`config.mk`:
```
export PLATFORM = sky130hd
export DESIGN_NAME = ttl74x163
export DESIGN_NICKNAME = d
export VERILOG_FILES = /design/src/rtl/ttl_pkg.sv /design/src/rtl/ttl74x163.sv
export SDC_FILE = /design/constraint.sdc
export NUM_CORES = 1
export LEC_CHECK = 0
export BUFFER_PORTS_ARGS = -buffer_cell sky130_fd_sc_hd__buf_4
export CELL_PAD_IN_SITES_DETAIL_PLACEMENT = 1
export CELL_PAD_IN_SITES_GLOBAL_PLACEMENT = 2
export CORE_AREA = 2 2 39 41
export DETAILED_ROUTE_END_ITERATION = 10
export DIE_AREA = 0 0 41 43
export PLACE_DENSITY = 0.72
export SETUP_SLACK_MARGIN = 0.02
export SYNTH_ARGS = -nofsm -noshare
export SYNTH_HDL_FRONTEND = slang
export SYNTH_SLANG_ARGS = --single-unit
```
`constraint.sdc`:
```
create_clock -name clk -period 1.2 [get_ports clk]
set_clock_uncertainty 0.15 [all_clocks]
set_input_delay 0.12 -clock clk [delete_from_list [all_inputs] [get_ports clk]]
set_output_delay 0.12 -clock clk [all_outputs]
set_load 0.01 [all_outputs]
```
`src/rtl/ttl_pkg.sv`:
```
// rtl/ttl_pkg.sv - shared constants for the 74x163 counter
package ttl_pkg;

  localparam logic [3:0] TTL74X163_MAX = 4'b1111;

endpackage

```
`src/rtl/ttl74x163.sv`:
```
// rtl/ttl74x163.sv - 4-bit synchronous binary counter, sync clear, sync load, carry out
module ttl74x163
  import ttl_pkg::*;
(
  input  logic clk,
  input  logic clear,
  input  logic load,
  input  logic enp,
  input  logic ent,
  input  logic data_a,
  input  logic data_b,
  input  logic data_c,
  input  logic data_d,
  output logic qa,
  output logic qb,
  output logic qc,
  output logic qd,
  output logic rco
);

  logic [3:0] count;

  // Clear wins over load, load over counting; an X on lower-priority controls is ignored while clear is low.
  always_ff @(posedge clk) begin
    if (!clear) begin
      count <= 4'b0000;
    end else if (!load) begin
      count <= {data_d, data_c, data_b, data_a};
    end else if (enp && ent) begin
      count <= count + 4'd1;
    end
  end

  assign {qd, qc, qb, qa} = count;

  // Carry is gated by ent only, so a cascaded stage sees it in the same cycle.
  assign rco = ent && (count == TTL74X163_MAX);

endmodule

```
# [After elaboration in Yosys (flattened, before gate mapping)]
# Index checks and enable logic that the tools add are counted.
[totals] input_bits=9 ff_bits=4 output_inout_bits=5 wordCells=8
[op_classes] n_eq_ne=2 muxes=2 reduce_logical=2 addsub=1
[op_table] cell="4-bit two-way mux" count=2
[op_table] cell="4-bit by 1-bit adder with 4-bit output (second input constant)" count=1
[op_table] cell="4-bit == test (second input constant)" count=1
[op_table] cell="1-bit logical AND" count=2
[op_table] cell="2-bit by 1-bit != test with 1-bit output (second input constant)" count=1

# [Longest topological paths before layout]
[depth] depth_word=3 depth_mapped=4 mapped_depth_nobuf=4

# [Least setup slack after synthesis]
# OpenSTA, ideal clock, no wires.
[synth_timing] kind="register to register" from="register count[0]" to="register count[3]" setup_time_ns=0.074 t_required_ns=0.976 setup_slack_ns=0.032 path_buffers=0 stages_incl_launch_ff=4 period_less_slack_ns=1.168 arrival_time_ns=0.944 cell_sequence="dfxtp_1 > nand3_1 > or3_1 > a31oi_1"
[synth_between] elab_chain_cells=3
[synth_rtl] element="from (decl)" line_no="ttl74x163.sv:21" rtl="logic [3:0] count;"
[synth_rtl] element="from (signal assigned)" line_no="ttl74x163.sv:28" rtl="count <= {data_d, data_c, data_b, data_a};"
[synth_rtl] element="from (signal assigned)" line_no="ttl74x163.sv:30" rtl="count <= count + 4'd1;"
[synth_rtl] element="4-bit by 1-bit adder with 4-bit output" line_no="ttl74x163.sv:30"
[synth_rtl] element="4-bit two-way mux" line_no="ttl74x163.sv:29" rtl="end else if (enp && ent) begin"
[synth_rtl] element="4-bit two-way mux" line_no="ttl74x163.sv:27" rtl="end else if (!load) begin"
# Every way passes these cells. The select of a mux whose other input is x is not followed.
# A chain may end at the register's enable or synchronous reset.

# [Final worst setup path]
[layout_timing] from="register count[1]" to="output rco"
[layout_between] elab_chain_cells=2
[layout_rtl] element="4-bit == test" line_no="ttl74x163.sv:37" rtl="assign rco = ent && (count == TTL74X163_MAX);"
[layout_rtl] element="1-bit logical AND" line_no="ttl74x163.sv:37"
[layout_rtl] element="to (decl)" line_no="ttl74x163.sv:18" rtl="output logic rco"
# Every way passes these cells.

==> impl_metrics.yaml <==
yosys:
  synth-seq-cells: 4
  synth_area_per_cell_sq_um: 8.55
  synth-xor-area-share: 0.0854
  synth.top_cell.area_share: 0.390
  synth_area_leaders: "dfxtp_1 39%, xor2_1 8.5%, nand3_1 7.3%, o21ai_0 7.3%, ha_1 6.1%"
  ys_warn_count: 0
  synth-compound-area-share: 0.207
  synth_top_family_by_area: "simple AND/OR/NAND/NOR gates"
  synth_fp_nets: 34
  synth_area_sq_um: 205
  synth_cell_type_count: 15
  yosysSeqAreaShare: 0.390
  synthAdderAreaFrac: 0.0610
  synth_top_cell_by_area: "dfxtp_1"
  synthCells: 24
  synthMuxAreaShare: 0
  synthSimpleGateAreaFrac: 0.238
clock_tree:
  cts_tree: "yes"
  clockBufferDepth: 2
  clock-sinks: 4
  clk_latency_ps: 230
  cts_buffers: 3
  cts-root-buf: "clkbuf_4"
  cts_max_level: 1
  clkTransAtPathRegs_ps: 40
grt:
  grt_pass1_vias: 239
  gr-total-overflow: 0
  grt_start_max_net_pins: 9
  antenna_found_initial: 0
  groute.usage.overall: 0.0863
  grt_pass1_wl_um: 966
finish:
  syn2layout_area_growth_pct: 102
  top_regs: "count (4)"
  largest_register_ffs: 4
  nets: 58
  fill_cells: 174
  multi_input_area_sq_um: 135
  fin_cells: 62
  postLayoutCellArea_sq_um: 415
  antenna_cells: 0
  layout_common_cells: "16 x buf_4, 3 x nand3_1, 3 x o21ai_0, 3 x clkbuf_4"
  final_common_cell: "buf_4"
  top_register: "count"
  post_route_cells_drive_above_1_share: 0.543
  seq_area_sq_um: 82.6
floorplanning:
  die_w_um: 41
  core_sq_um: 1380
  start_util: 0.148
  io_pins: 14
  die_h_um: 43
  die_area_sq_um: 1760
  rows: 14
place:
  dpl.cell_count: 55
  gp_congestion: 0.621
  dp.final_hpwl_um: 518
  portBuffers: 13
  pre_cts_ws_ps: -1.87
  place_area_sq_um: 338
worst_setup_path:
  startpoint_type: "flip-flop"
  end_kind: "output port"
  crit_arrival_ps: 990
  crit_fanout: 2
  worst-setup-path-type: "flip-flop to output port"
  required_ps: 930
sta:
  drv_slew: 0
  fmax_mhz: 791
  fin_ws_ps: -64.2
  worst_slew_margin_rel: 0.854
  rsz0062_at_grt: "yes"
  hold_viol_final: 0
  setup_tns_ps: -106
  fin_crit_ps: 1260
  hold_slack_ps: 15.2
  finalSetupViolations: 3
  tightestPinTransition_ps: 217
  timing.final.crit_share: 1.05
drt:
  drc: 0
  via_per_inst: 4.31
  postRouteAntennaNets: 0
  drt_first_pass_iters: 1
  routed_wl_um: 619
  drt_iter0_markers: 0
  routedWlPerCell_um: 9.98
  vias: 267
outcome:
  status: "finished with violations"
  violations: "setup timing"
flow_run:
  maxCapViolCount: 0
power:
  power_leakage_uw: 0.000185
  vdd_drop_max_uv: 332
  power_density_nw_per_um2: 1000
min_path:
  hp-class: "input pin to flip-flop"
==> synthesized netlist by cell type <==
| master | number |
|---|---|
| a211oi_1 | 1 |
| nand2_1 | 1 |
| and4_2 | 1 |
| or3_1 | 1 |
| ha_1 | 1 |
| nor2_1 | 2 |
| a311oi_1 | 1 |
| xor2_1 | 2 |
| a21oi_1 | 1 |
| o21ai_0 | 3 |
| dfxtp_1 | 4 |
| inv_1 | 1 |
| nand3_1 | 3 |
| nand2_2 | 1 |
| a31oi_1 | 1 |
==> area by class of cell <==
type                       count  area share
clock buffer                   3      0.0542
timing repair buffer          19       0.364
tap                           16      0.0482
multi-input combinational     19       0.325
inverter                       1     0.00904
sequential                     4       0.199
==> critical path, cell delays in order, from the launching register on <==
cell,delay [ps]
dfxtp_2,340
ha_4,130
and4_4,190
buf_6,90
==> report_power, final <==
group          switching, uW  internal, uW
combinational           40.4          59.2
sequential              8.70           145
clock                   51.5           112
total                    101           316
==> logic make-up after synthesis <==
group,after synthesis
AND/OR/NAND/NOR,9
AO/OA/AOI/OAI,7
flip-flops,4
XOR/XNOR,2
buffers and inverters,1
adder cells (fa/ha/maj),1
==> worst paths after layout <==
kind	startpoint	end	slack (ps)	depth (start not counted)
max	count[1]	rco	-60	3
min	data_c	count[2]	20	3
max reg2reg	count[0]	count[3]	-30	4
min reg2reg	count[3]	count[3]	390	2
==> layer usage <==
layer | GRT usage | up-vias | routed length (um)
met1 | 0.0962 | 120 | 247
met3 | 0.0524 | 0 | 72
li1 | - | 136 | -
met4 | 0.0600 | 0 | 0
met2 | 0.116 | 11 | 298
met5 | 0 | - | 0
==> per-stage QoR <==
stage / power [uW] / utilization
2_1_floorplan: 182 / -
3_3_place_gp: 237 / 0.244
3_5_place_dp: 239 / 0.244
4_1_cts: 431 / 0.300
5_1_grt: 453 / 0.300
6_report: 417 / 0.300
==> repair_timing <==
| action | in CTS | in global routing |
|---|---|---|
| gates resized for setup | 6 | 0 |
| endpoints found under the hold margin | 4 | 0 |
| buffers inserted | 2 | 0 |
| hold buffers | 2 | 0 |
| gates cloned | 0 | 0 |
| setup endpoints to repair | 3 | 3 |
| pin swaps | 3 | 0 |
Note: power is estimated with default switching activity, not from simulation.
